### src/rtl/sdram_phase_scan_pkg.sv
// Shared types and helpers for the SDRAM clock-phase calibrator.
package sdram_phase_scan_pkg;

  // Calibrator sequencer states.
  typedef enum logic [3:0] {
    S_IDLE,
    S_SETTLE,
    S_SNAP,
    S_MEASURE,
    S_STEP_HI,
    S_STEP_LO,
    S_ANALYZE,
    S_MOVE_HI,
    S_MOVE_LO,
    S_DONE
  } state_e;

  // Default number of phase steps per full PLL rotation.
  localparam int unsigned DEF_STEPS = 16;

  // Width of a step index, log2(steps); never narrower than one bit.
  function automatic int unsigned step_w(input int unsigned steps);
    return (steps > 1) ? $clog2(steps) : 1;
  endfunction

  // Step-index width for the default rotation.
  localparam int unsigned DEF_STEP_W = step_w(DEF_STEPS);

endpackage

### src/rtl/sdram_phase_window.sv
// Serial circular longest-run finder over the good-step map.
// A start pulse begins a 2*STEPS-cycle scan; done_o marks the last scan
// cycle, on which best_o/win_len_o/fail_o carry the final result.
module sdram_phase_window
  import sdram_phase_scan_pkg::*;
#(
  parameter  int unsigned STEPS = DEF_STEPS,
  localparam int unsigned W     = step_w(STEPS)
) (
  input  logic             clk,
  input  logic             reset,
  input  logic             start_i,
  input  logic [STEPS-1:0] good_map_i,
  output logic             done_o,
  output logic             fail_o,
  output logic [W-1:0]     best_o,
  output logic [W:0]       win_len_o
);

  // Two passes over the map so that a run crossing index 0 is seen whole.
  localparam logic [W:0] K_LAST   = (W+1)'(2 * STEPS - 1);
  localparam logic [W:0] LEN_FULL = (W+1)'(STEPS);

  logic         active_q, active_d;
  logic [W:0]   k_q, k_d;
  logic [W-1:0] run_start_q, run_start_d;
  logic [W:0]   run_len_q, run_len_d;
  logic [W-1:0] top_start_q, top_start_d;
  logic [W:0]   top_len_q, top_len_d;
  logic [W-1:0] idx;
  logic         last;

  // Scan step: extend or break the current run, keep the strictly longest.
  // Strict '>' keeps the first run found at a given length, which is the
  // one with the lowest start index.
  always_comb begin
    // NOTE: every variable gets a default before any branch, so no path
    // leaves one unassigned and no latch is inferred.
    active_d    = active_q;
    k_d         = k_q;
    run_start_d = run_start_q;
    run_len_d   = run_len_q;
    top_start_d = top_start_q;
    top_len_d   = top_len_q;
    idx         = k_q[W-1:0];
    last        = active_q && (k_q == K_LAST);

    if (start_i) begin
      active_d    = 1'b1;
      k_d         = '0;
      run_start_d = '0;
      run_len_d   = '0;
      top_start_d = '0;
      top_len_d   = '0;
    end else if (active_q) begin
      k_d = k_q + (W+1)'(1);
      if (last) begin
        active_d = 1'b0;
      end
      if (good_map_i[idx]) begin
        if (run_len_q == '0) begin
          run_start_d = idx;
        end
        // An all-good map would otherwise count past one full rotation.
        if (run_len_q != LEN_FULL) begin
          run_len_d = run_len_q + (W+1)'(1);
        end
      end else begin
        run_len_d = '0;
      end
      if (run_len_d > top_len_q) begin
        top_len_d   = run_len_d;
        top_start_d = run_start_d;
      end
    end
  end

  // Scan state registers.
  always_ff @(posedge clk) begin
    // NOTE: sequential state uses non-blocking assignments so every
    // register samples its pre-edge inputs regardless of statement order.
    if (reset) begin
      active_q    <= 1'b0;
      k_q         <= '0;
      run_start_q <= '0;
      run_len_q   <= '0;
      top_start_q <= '0;
      top_len_q   <= '0;
    end else begin
      active_q    <= active_d;
      k_q         <= k_d;
      run_start_q <= run_start_d;
      run_len_q   <= run_len_d;
      top_start_q <= top_start_d;
      top_len_q   <= top_len_d;
    end
  end

  // Results include the final scan cycle, so they are ready with done_o.
  // A full-rotation window has no meaningful centre and maps to step 0.
  assign done_o    = last;
  assign fail_o    = (top_len_d == '0);
  assign win_len_o = top_len_d;
  assign best_o    = (fail_o || (top_len_d == LEN_FULL)) ? '0
                   : top_start_d + top_len_d[W:1];

endmodule

### src/rtl/sdram_phase_scan.sv
// Automatic SDRAM clock-phase calibrator: sweeps the PLL phase one full
// rotation, scores each step from the tester counters, then moves the phase
// to the centre of the longest circular run of good steps.
module sdram_phase_scan
  import sdram_phase_scan_pkg::*;
#(
  parameter  int unsigned STEPS    = DEF_STEPS,
  parameter  int unsigned SETTLE   = 1024,
  parameter  int unsigned PASS_MIN = 2,
  parameter  int unsigned TIMEOUT  = 1 << 24,
  parameter  int unsigned PULSE    = 4,
  localparam int unsigned W        = step_w(STEPS)
) (
  input  logic             clk,
  input  logic             reset,
  input  logic             start,
  input  logic [31:0]      passcount,
  input  logic [31:0]      failcount,
  output logic             phasedir,
  output logic             phasestep,
  output logic             phaseloadreg,
  output logic             busy,
  output logic             done,
  output logic             fail,
  output logic [STEPS-1:0] good_map,
  output logic [W-1:0]     best,
  output logic [W:0]       win_len,
  output logic [W-1:0]     phase
);

  localparam logic [31:0]  SETTLE_LAST  = 32'(SETTLE - 1);
  localparam logic [31:0]  TIMEOUT_LAST = 32'(TIMEOUT - 1);
  localparam logic [31:0]  PULSE_LAST   = 32'(PULSE - 1);
  localparam logic [31:0]  PASS_THRESH  = 32'(PASS_MIN);
  localparam logic [W-1:0] I_LAST       = W'(STEPS - 1);

  state_e           state_q, state_d;
  logic [31:0]      cnt_q, cnt_d;
  logic [31:0]      p0_q, p0_d;
  logic [31:0]      f0_q, f0_d;
  logic [W-1:0]     i_q, i_d;
  logic [W-1:0]     i_inc;
  logic [W-1:0]     phase_q, phase_d;
  logic [STEPS-1:0] map_q, map_d;
  logic [W-1:0]     best_q, best_d;
  logic [W:0]       win_len_q, win_len_d;
  logic             fail_q, fail_d;
  logic             step_q, step_d;
  logic [31:0]      pass_delta;
  logic             cnt_pulse_end;

  logic             win_start;
  logic             win_done;
  logic             win_fail;
  logic [W-1:0]     win_best;
  logic [W:0]       win_len_w;

  sdram_phase_window #(
    .STEPS (STEPS)
  ) u_window (
    .clk        (clk),
    .reset      (reset),
    .start_i    (win_start),
    .good_map_i (map_q),
    .done_o     (win_done),
    .fail_o     (win_fail),
    .best_o     (win_best),
    .win_len_o  (win_len_w)
  );

  // Counter advance is modular, so a passcount wrap between the snapshot
  // and the measurement still yields the true delta.
  assign pass_delta    = passcount - p0_q;
  assign cnt_pulse_end = (cnt_q == PULSE_LAST);
  assign i_inc         = i_q + W'(1);

  // Sequencer next-state logic: sweep, score, analyse, move.
  always_comb begin
    state_d   = state_q;
    cnt_d     = cnt_q;
    p0_d      = p0_q;
    f0_d      = f0_q;
    i_d       = i_q;
    phase_d   = phase_q;
    map_d     = map_q;
    best_d    = best_q;
    win_len_d = win_len_q;
    fail_d    = fail_q;
    win_start = 1'b0;

    case (state_q)
      S_IDLE, S_DONE: begin
        if (start) begin
          state_d   = S_SETTLE;
          cnt_d     = '0;
          i_d       = '0;
          map_d     = '0;
          best_d    = '0;
          win_len_d = '0;
          fail_d    = 1'b0;
        end
      end

      S_SETTLE: begin
        if (cnt_q == SETTLE_LAST) begin
          state_d = S_SNAP;
          cnt_d   = '0;
        end else begin
          cnt_d = cnt_q + 32'd1;
        end
      end

      S_SNAP: begin
        p0_d    = passcount;
        f0_d    = failcount;
        cnt_d   = '0;
        state_d = S_MEASURE;
      end

      // A fail change wins over a simultaneous pass threshold.
      S_MEASURE: begin
        if (failcount != f0_q) begin
          map_d[i_q] = 1'b0;
          state_d    = S_STEP_HI;
          cnt_d      = '0;
        end else if (pass_delta >= PASS_THRESH) begin
          map_d[i_q] = 1'b1;
          state_d    = S_STEP_HI;
          cnt_d      = '0;
        end else if (cnt_q == TIMEOUT_LAST) begin
          map_d[i_q] = 1'b0;
          state_d    = S_STEP_HI;
          cnt_d      = '0;
        end else begin
          cnt_d = cnt_q + 32'd1;
        end
      end

      S_STEP_HI: begin
        if (cnt_pulse_end) begin
          state_d = S_STEP_LO;
          cnt_d   = '0;
        end else begin
          cnt_d = cnt_q + 32'd1;
        end
      end

      // After STEPS pulses the PLL is back where the sweep began.
      S_STEP_LO: begin
        if (cnt_pulse_end) begin
          cnt_d   = '0;
          phase_d = phase_q + W'(1);
          i_d     = i_inc;
          if (i_q == I_LAST) begin
            state_d   = S_ANALYZE;
            win_start = 1'b1;
          end else begin
            state_d = S_SETTLE;
          end
        end else begin
          cnt_d = cnt_q + 32'd1;
        end
      end

      S_ANALYZE: begin
        if (win_done) begin
          best_d    = win_best;
          win_len_d = win_len_w;
          fail_d    = win_fail;
          cnt_d     = '0;
          i_d       = '0;
          state_d   = (win_best == '0) ? S_DONE : S_MOVE_HI;
        end
      end

      S_MOVE_HI: begin
        if (cnt_pulse_end) begin
          state_d = S_MOVE_LO;
          cnt_d   = '0;
        end else begin
          cnt_d = cnt_q + 32'd1;
        end
      end

      // i counts move pulses issued so far.
      S_MOVE_LO: begin
        if (cnt_pulse_end) begin
          cnt_d   = '0;
          phase_d = phase_q + W'(1);
          i_d     = i_inc;
          state_d = (i_inc == best_q) ? S_DONE : S_MOVE_HI;
        end else begin
          cnt_d = cnt_q + 32'd1;
        end
      end

      default: state_d = S_IDLE;
    endcase

    // phasestep is registered from the next state, so it is high exactly
    // during the HI states with no combinational path from the inputs.
    step_d = (state_d == S_STEP_HI) || (state_d == S_MOVE_HI);
  end

  // Sequencer state and output registers; reset aborts any state.
  always_ff @(posedge clk) begin
    if (reset) begin
      state_q   <= S_IDLE;
      cnt_q     <= '0;
      p0_q      <= '0;
      f0_q      <= '0;
      i_q       <= '0;
      phase_q   <= '0;
      map_q     <= '0;
      best_q    <= '0;
      win_len_q <= '0;
      fail_q    <= 1'b0;
      step_q    <= 1'b0;
    end else begin
      state_q   <= state_d;
      cnt_q     <= cnt_d;
      p0_q      <= p0_d;
      f0_q      <= f0_d;
      i_q       <= i_d;
      phase_q   <= phase_d;
      map_q     <= map_d;
      best_q    <= best_d;
      win_len_q <= win_len_d;
      fail_q    <= fail_d;
      step_q    <= step_d;
    end
  end

  // Forward stepping only; the PLL counter select is never reloaded.
  assign phasedir     = 1'b0;
  assign phaseloadreg = 1'b0;
  assign phasestep    = step_q;
  assign busy         = (state_q != S_IDLE) && (state_q != S_DONE);
  assign done         = (state_q == S_DONE);
  assign fail         = fail_q;
  assign good_map     = map_q;
  assign best         = best_q;
  assign win_len      = win_len_q;
  assign phase        = phase_q;

endmodule

### config.mk
export PLATFORM = sky130hd
export DESIGN_NAME = sdram_phase_scan
export DESIGN_NICKNAME = d
export VERILOG_FILES = /design/src/rtl/sdram_phase_scan_pkg.sv /design/src/rtl/sdram_phase_window.sv /design/src/rtl/sdram_phase_scan.sv
export SDC_FILE = /design/constraint.sdc
export NUM_CORES = 1
export LEC_CHECK = 0
export BUFFER_PORTS_ARGS = -buffer_cell sky130_fd_sc_hd__buf_2
export CAP_MARGIN = 20
export CORE_AREA = 2 2 124 150
export CTS_CLUSTER_SIZE = 28
export DETAILED_ROUTE_END_ITERATION = 8
export DIE_AREA = 0 0 126 152
export PLACE_DENSITY = 0.85
export SLEW_MARGIN = 5
export SYNTH_ARGS = -nofsm -noshare
export SYNTH_HDL_FRONTEND = slang
export SYNTH_SLANG_ARGS = --single-unit
### constraint.sdc
create_clock -name clk -period 7.03 [get_ports clk]
set_input_delay 1.406 -clock clk [delete_from_list [all_inputs] [get_ports clk]]
set_output_delay 1.406 -clock clk [all_outputs]
set_load 0.02 [all_outputs]
==> flow_metrics.env, run 1 <==
export IMPL_status="complete, no violations"
export IMPL_required_ns=7.40
export IMPL_path_clk_slew_ns=0.07
export IMPL_p_comb_share_pct=10.2
export IMPL_insertion_delay_ns=0.43
export IMPL_power_clock_fraction_pct=45.3
export IMPL_ir_drop_uv=175
export IMPL_crit_buf_inv=2
export IMPL_grt_max_degree=93
export IMPL_r2r_slack_ns=0.41
export IMPL_final_common_cell="nand2_1"
export IMPL_yosys_top_cells_area="dfxtp_1 (31%), nand2_1 (8.9%), a21oi_1 (6.6%), ha_1 (5.8%), xnor2_1 (4.1%)"
export IMPL_synth_avg_cell_area_um2=7.44
export IMPL_finalMaxSlewViolations=0
export IMPL_power_leakage_nw=4.28
export IMPL_area_delta_synth_final_pct=10.8
export IMPL_swShare_pct=27.2
export IMPL_cap_violations=0
export IMPL_crit_fanout=11
export IMPL_cts_tree="built"
export IMPL_dpl_hpwl_mm=18.7
export IMPL_cts_root_buf="clkbuf_16"
export IMPL_power_total_mw=2.03
export IMPL_syn_cell_area_um2=10400
export IMPL_overflow=0
export IMPL_numCtsBuffers=17
export IMPL_crit_family="simple AND/OR/NAND/NOR gates"
export IMPL_drc=0
export IMPL_die_area_um2=19200
export IMPL_grt_use_total_pct=27.2
export IMPL_fin_crit_sh_pct=94.2
export IMPL_cp_arrival_ns=6.99
export IMPL_ys_seq_area_share_pct=30.6
export IMPL_setup_viol=0
export IMPL_relSlewSlack_pct=31.6
export IMPL_synthArstFlopShare_pct=0
export IMPL_cp_common_cell="nor2_1"
export IMPL_clock_sinks=159
export IMPL_wire_per_inst_um=15.6
export IMPL_core_area_um2=17800
export IMPL_ctsResizeCount=0
export IMPL_synth_edf_count=0
export IMPL_cpPeakStageDelay_ns=0.66
export IMPL_num_io_pins=102
export IMPL_p_switching_mw=0.553
export IMPL_ys_ff_latch=159
export IMPL_ant_nets=0
export IMPL_intPower_mw=1.48
export IMPL_min_period_ns=6.62
export IMPL_drive_above_1_share_pct=11.7
export IMPL_final_cell_mix="nand2_1 (247), dfxtp_1 (159), a21oi_1 (138)"
export IMPL_clock_skew_ns=0.0127
export IMPL_use_met3_pct=3.98
export IMPL_synth_flop_cell="dfxtp_1"
export IMPL_grt_pass1_wl_mm=44.3
export IMPL_start_util_pct=58.4
export IMPL_finalHoldViolations=0
export IMPL_crit_path_end_kind="register"
export IMPL_synth_cell_types=79
export IMPL_viasPerCell=6.08
export IMPL_synthCells=1401
export IMPL_drt_iter0_drc=841
export IMPL_ys_warn_count=0
export IMPL_worst_pin_slew_ns=1.03
export IMPL_synth_area_leader_cell="dfxtp_1"
export IMPL_slowest_stage="or4b_2"
export IMPL_die_y_um=152
export IMPL_yosysTopAreaCellShare_pct=30.6
export IMPL_die_width_um=126
export IMPL_vias=10300
export IMPL_grt_pass1_vias=9701
export IMPL_pwr_density_cell_nw_per_um2=176
export IMPL_clock_fmax_mhz=151
export IMPL_power_frac_seq_pct=44.5
export IMPL_clk_path_buf_depth=2
export IMPL_rows=54
export IMPL_routabilityCongestion=0.956
export IMPL_cts_htree_levels=4
export IMPL_firstDrtPassIters=5
export IMPL_nets=1571
export IMPL_busiest_layer="met2"
export IMPL_hp_class="reg -> reg"
export IMPL_fin_setup_tns_ns=0
export IMPL_met2_usage_pct=47.7
export IMPL_critPathLaunchType="register"
export IMPL_portBuffers=99
export IMPL_grtUsageMet1_pct=32.6
export IMPL_routed_wl_mm=26.4
export IMPL_antenna_found_initial=3
export IMPL_crit_type="reg -> reg"
[worst min-delay path: stages (launching register included)]
cell,delay (ns)
dfxtp_1,0.31
nand2_1,0.05
a21oi_1,0.05
[synthesized netlist by cell type (6+ instances only)]
library cell  number
and3_1            16
o21ai_1           16
xnor2_1           49
nor2b_1           12
nor4_1            15
o22ai_1            6
dfxtp_1          159
nand4_1           25
xor2_1            24
a211oi_1          12
o21a_1             9
nand3_1           43
nor3_1            34
and2_1             8
inv_1             76
mux2i_1           25
or3_1             21
a22oi_1            7
ha_1              48
clkbuf_1          64
o21ai_0           64
o31ai_1            7
or4_1              7
o211ai_1           7
nand2_1          248
o2bb2a_1          14
a21oi_1          138
a21o_1            20
nor2_1           107
[path summary, 6_finish.rpt]
| kind | depth (start not counted) | to | startpoint |
|---|---|---|---|
| hold / removal | 2 | p0_q[29] | p0_q[29] |
| setup reg to reg | 25 | phasestep | u_window.k_q[0] |
| hold reg to reg | 2 | p0_q[29] | p0_q[29] |
| setup / recovery | 25 | phasestep | u_window.k_q[0] |
[final cells by class]
| class | instances | area, um2 |
|---|---|---|
| Multi-Input combinational cell | 1092 | 6650 |
| Fill cell | 1534 | 6290 |
| Sequential cell | 159 | 3180 |
| Timing Repair Buffer | 108 | 566 |
| Clock buffer | 17 | 425 |
| Inverter | 76 | 285 |
| Tap cell | 224 | 280 |
| Clock inverter | 15 | 149 |
| Antenna cell | 3 | 7.51 |
[flip-flops by register name, indices dropped and copies added (netlist names), 5 cells and up]
register,count
cnt_q,32
f0_q,32
good_map,16
p0_q,32
u_window.k_q,5
u_window.run_len_q,5
u_window.top_len_q,5
win_len,5
[timing repair]
item	CTS	global route
endpoints found under the setup margin	0	3
hold buffers	0	0
buffers inserted	0	2
[per-stage QoR]
step                      hold slack (ns)  std cells  setup WS (ns)  utilization, %  instance area [um2]
final                               0.456       1694          0.410            64.7                11500
after global routing                0.468       1694        -0.0508            64.7                11500
after CTS                           0.457       1688          0.185            64.6                11500
after detailed placement            0.447       1656          0.294            61.3                10900
after global placement              0.442       1656          0.630            61.3                10900
after floorplan                     0.436       1402          0.999               -                10400
[logic make-up after synthesis]
family | Yosys count | synth area share, %
muxes | 30 | 3.16
AOI/OAI and AO/OA | 364 | 22.3
adders and majority gates | 50 | 6.15
buffers and inverters | 151 | 5.76
other | 1 | 0.0360
DFF | 159 | 30.6
xor gates and xnor gates | 73 | 6.14
and+or+nand+nor | 573 | 25.9
[routing by layer]
layer | part of all wire (%) | up-vias
li1 | - | 5049
met1 | 41 | 4823
met2 | 50 | 354
met3 | 4.7 | 81
met4 | 3.5 | 0
met5 | 0 | -
[power by group through the flow]
stage / Sequential [mW] / Clock, mW / Combinational, mW
finish: 0.905 / 0.920 / 0.208
floorplan: 0.924 / 0 / 0.147
global placement: 0.925 / 0 / 0.199
CTS: 0.905 / 0.928 / 0.205
global route: 0.905 / 0.961 / 0.231
detailed placement: 0.925 / 0 / 0.203
Power figures use the tool's default switching activity.
==> inputs of run 2 (changes only) <==
- CORE_AREA: 2 2 124 150 -> 2 2 129 156
- DIE_AREA: 0 0 126 152 -> 0 0 131 158
- SYNTH_HIERARCHICAL: default -> 1
==> run 2 against run 1 <==
- global-route usage grew 1.7 points
- area after synthesis grew 8.5%
- first-iteration DRC count grew 17%
- count of clock-buffer cells in the layout grew 1
- combinational power grew 32%
- total power grew 4.7%
- worst setup slack gained 0.44 ns
- design area grew 7.0%
- critical path type unchanged
==> flow_metrics.env, run 2 <==
export IMPL_final_instance_count_excl_fill=1789
export IMPL_clock_sinks=159
export IMPL_status="complete, no violations"
export IMPL_p_switching_mw=0.619
export IMPL_placed_cells=1754
export IMPL_p_comb_share_pct=12.9
export IMPL_viasPerCell=6.27
export IMPL_intPower_mw=1.51
export IMPL_yosysTopAreaCellShare_pct=28.2
export IMPL_final_common_cell="nand2_1"
export IMPL_synth_flop_cell="dfxtp_1"
export IMPL_die_width_um=131
export IMPL_synth_cell_types=96
export IMPL_grt_max_degree=86
export IMPL_largestRegisters="cnt_q x32, f0_q x32, p0_q x32"
export IMPL_ys_seq_area_share_pct=28.2
export IMPL_insertion_delay_ns=0.44
export IMPL_num_io_pins=102
export IMPL_power_clock_fraction_pct=44.6
export IMPL_ys_ff_latch=159
export IMPL_routed_wl_mm=29.7
export IMPL_critPathLaunchType="register"
export IMPL_seq_area_um2=3180
export IMPL_yosys_top_cells_area="dfxtp_1 (28%), nand2_1 (7.3%), a21oi_1 (6.1%), ha_1 (5.4%), nor2_1 (3.3%)"
export IMPL_finalMaxSlewViolations=0
export IMPL_worst_pin_slew_ns=1.01
export IMPL_relSlewSlack_pct=32.9
export IMPL_n_fill_cell=1644
export IMPL_multi_input_area_um2=7370
export IMPL_crit_type="reg -> reg"
export IMPL_grt_setup_unrepaired="false"
export IMPL_final_cell_mix="nand2_1 (219), dfxtp_1 (159), a21oi_1 (138)"
export IMPL_reg2reg_depth=25
export IMPL_cap_violations=0
export IMPL_drt_iter0_drc=987
export IMPL_fin_setup_tns_ns=0
export IMPL_grt_use_total_pct=28.9
export IMPL_ys_warn_count=6
export IMPL_wire_per_inst_um=16.6
export IMPL_power_total_mw=2.13
export IMPL_grt_pass1_vias=10600
export IMPL_crit_path_end_kind="register"
export IMPL_drive_above_1_share_pct=14.8
export IMPL_cts_tree="built"
export IMPL_whs_endpoint="p0_q[16]"
export IMPL_start_util_pct=58.7
export IMPL_synth_edf_count=0
export IMPL_power_leakage_nw=4.35
export IMPL_drc=0
export IMPL_routabilityCongestion=0.931
export IMPL_syn_cell_area_um2=11300
export IMPL_pre_cts_ws_ns=0.922
export IMPL_rows=56
export IMPL_overflow=0
export IMPL_r2r_slack_ns=0.85
export IMPL_vias=11200
export IMPL_synthArstFlopShare_pct=0
export IMPL_numCtsBuffers=17
export IMPL_ant_nets=0
export IMPL_fin_crit_sh_pct=87.9
export IMPL_dpl_hpwl_mm=21.1
export IMPL_cp_arrival_ns=6.48
export IMPL_setup_viol=0
export IMPL_synth_avg_cell_area_um2=7.66
export IMPL_finalHoldViolations=0
export IMPL_die_area_um2=20700
export IMPL_cts_setup_buffers=0
export IMPL_clock_fmax_mhz=162
export IMPL_grt_pass1_wl_mm=49.1
export IMPL_synth_most_common_cell="nand2_1"
export IMPL_clk_path_buf_depth=2
export IMPL_crit_fanout=14
export IMPL_swShare_pct=29.1
export IMPL_pwr_density_cell_nw_per_um2=172
export IMPL_path_clk_slew_ns=0.07
export IMPL_min_from="p0_q[16]"
export IMPL_min_path_cells=2
export IMPL_antenna_found_initial=1
export IMPL_nets=1631
export IMPL_postCtsHoldBufs=0
export IMPL_clock_skew_ns=0.0112
export IMPL_cts_htree_levels=4
export IMPL_r2r_end="phasestep"
export IMPL_power_frac_seq_pct=42.5
export IMPL_synthCells=1475
export IMPL_cts_root_buf="clkbuf_16"
export IMPL_portBuffers=99
export IMPL_min_period_ns=6.18
export IMPL_required_ns=7.34
export IMPL_area_delta_synth_final_pct=9.34
export IMPL_ir_drop_uv=185
export IMPL_setup_ws_ns=0.852
export IMPL_die_y_um=158
export IMPL_synth_area_leader_cell="dfxtp_1"
export IMPL_ctsResizeCount=0
export IMPL_core_area_um2=19300
export IMPL_firstDrtPassIters=5
export IMPL_netlist_top_cells_count="nand2_1 (219), dfxtp_1 (159), a21oi_1 (138)"
export IMPL_hp_class="reg -> reg"
export IMPL_whs_ns=0.456
export IMPL_r2r_start="u_window/k_q[0]"
## run 2: cell count changes after synthesis, sizes merged, moves of 12 or more
cell | before | now
nand2 | 248 | 219
o32ai | 1 | 23
xnor2 | 49 | 27
buf | 10 | 30
nand3 | 43 | 61
a211oi | 12 | 28
a21oi | 141 | 157
o2bb2a | 16 | 0
o22ai | 6 | 21
a221oi | 0 | 12
nor3 | 34 | 46
or3 | 21 | 9
## run 2: worst max-delay path: stages, from the launching register on
cell      delay [ns]
dfxtp_1         0.63
mux4_2          0.56
o22ai_1         0.14
a211o_2         0.17
and2_4          0.26
nor2_1          0.09
ha_1            0.32
and3_1          0.19
a31o_1          0.23
a31o_2          0.34
o41ai_2         0.59
ha_1            0.35
a21o_1          0.20
a21oi_1         0.28
nor3_1          0.08
o21ai_0         0.15
o21ai_0         0.12
o21bai_1        0.19
a21oi_2         0.09
nor4_1          0.30
nand2_1         0.12
nand2_1         0.08
o31ai_1         0.08
a21oi_1         0.25
xor2_1          0.17
a211oi_1        0.05
## run 2: worst max-delay path by stage
stage | start | end | cells past startpoint
floorplan | u_window/k_q[0] | phasestep | 28
global placement | u_window/k_q[0] | phasestep | 25
detailed placement | u_window/k_q[0] | phasestep | 25
CTS | u_window/k_q[0] | phasestep | 25
global route | u_window/k_q[0] | phasestep | 25
finish | u_window/k_q[0] | phasestep | 25
## run 2: metal layers
metal  vias to the layer above  global-route usage [%]  wire [um]  share of wire (%)
met3                        81                    5.34       1820                6.1
met2                       410                    48.2      14100                 48
met4                         0                    13.3        978                3.3
met1                      5326                    35.9      12800                 43
met5                         -                       0          0                  0
li1                       5406                       -          -                  -
## run 2: stage by stage
step	util, %	area, um2
after global routing	64.1	12400
final	64.1	12400
after detailed placement	61.0	11800
after global placement	61.0	11800
after floorplan	-	11300
after CTS	64.1	12300
## run 2: logic make-up after synthesis
kind of cell / count (synthesis) / share of synthesized area [%]
buffers and inverters: 174 / 6.87
XOR/XNOR: 60 / 4.65
flip-flops: 159 / 28.2
multiplexers: 28 / 2.77
adder cells (fa/ha/maj): 51 / 5.78
AND/OR/NAND/NOR: 582 / 25.3
AO/OA/AOI/OAI: 420 / 26.4
other: 1 / 0.0332
## run 2: area by class of cell
class / instances / area share (%)
diodes: 2 / 0.0405
clock buffers: 18 / 3.55
clock inverters: 14 / 1.23
inverters: 82 / 2.49
multi-input cells: 1143 / 59.6
flip-flops and latches: 159 / 25.8
well taps: 261 / 2.64
repair buffers: 110 / 4.70
## run 2: power by group through the flow
stage	Combinational (mW)	Sequential (mW)	Clock (mW)
2_1_floorplan	0.197	0.923	0
3_3_place_gp	0.261	0.926	0
3_5_place_dp	0.266	0.926	0
4_1_cts	0.268	0.905	0.951
5_1_grt	0.299	0.905	0.989
6_report	0.275	0.905	0.949
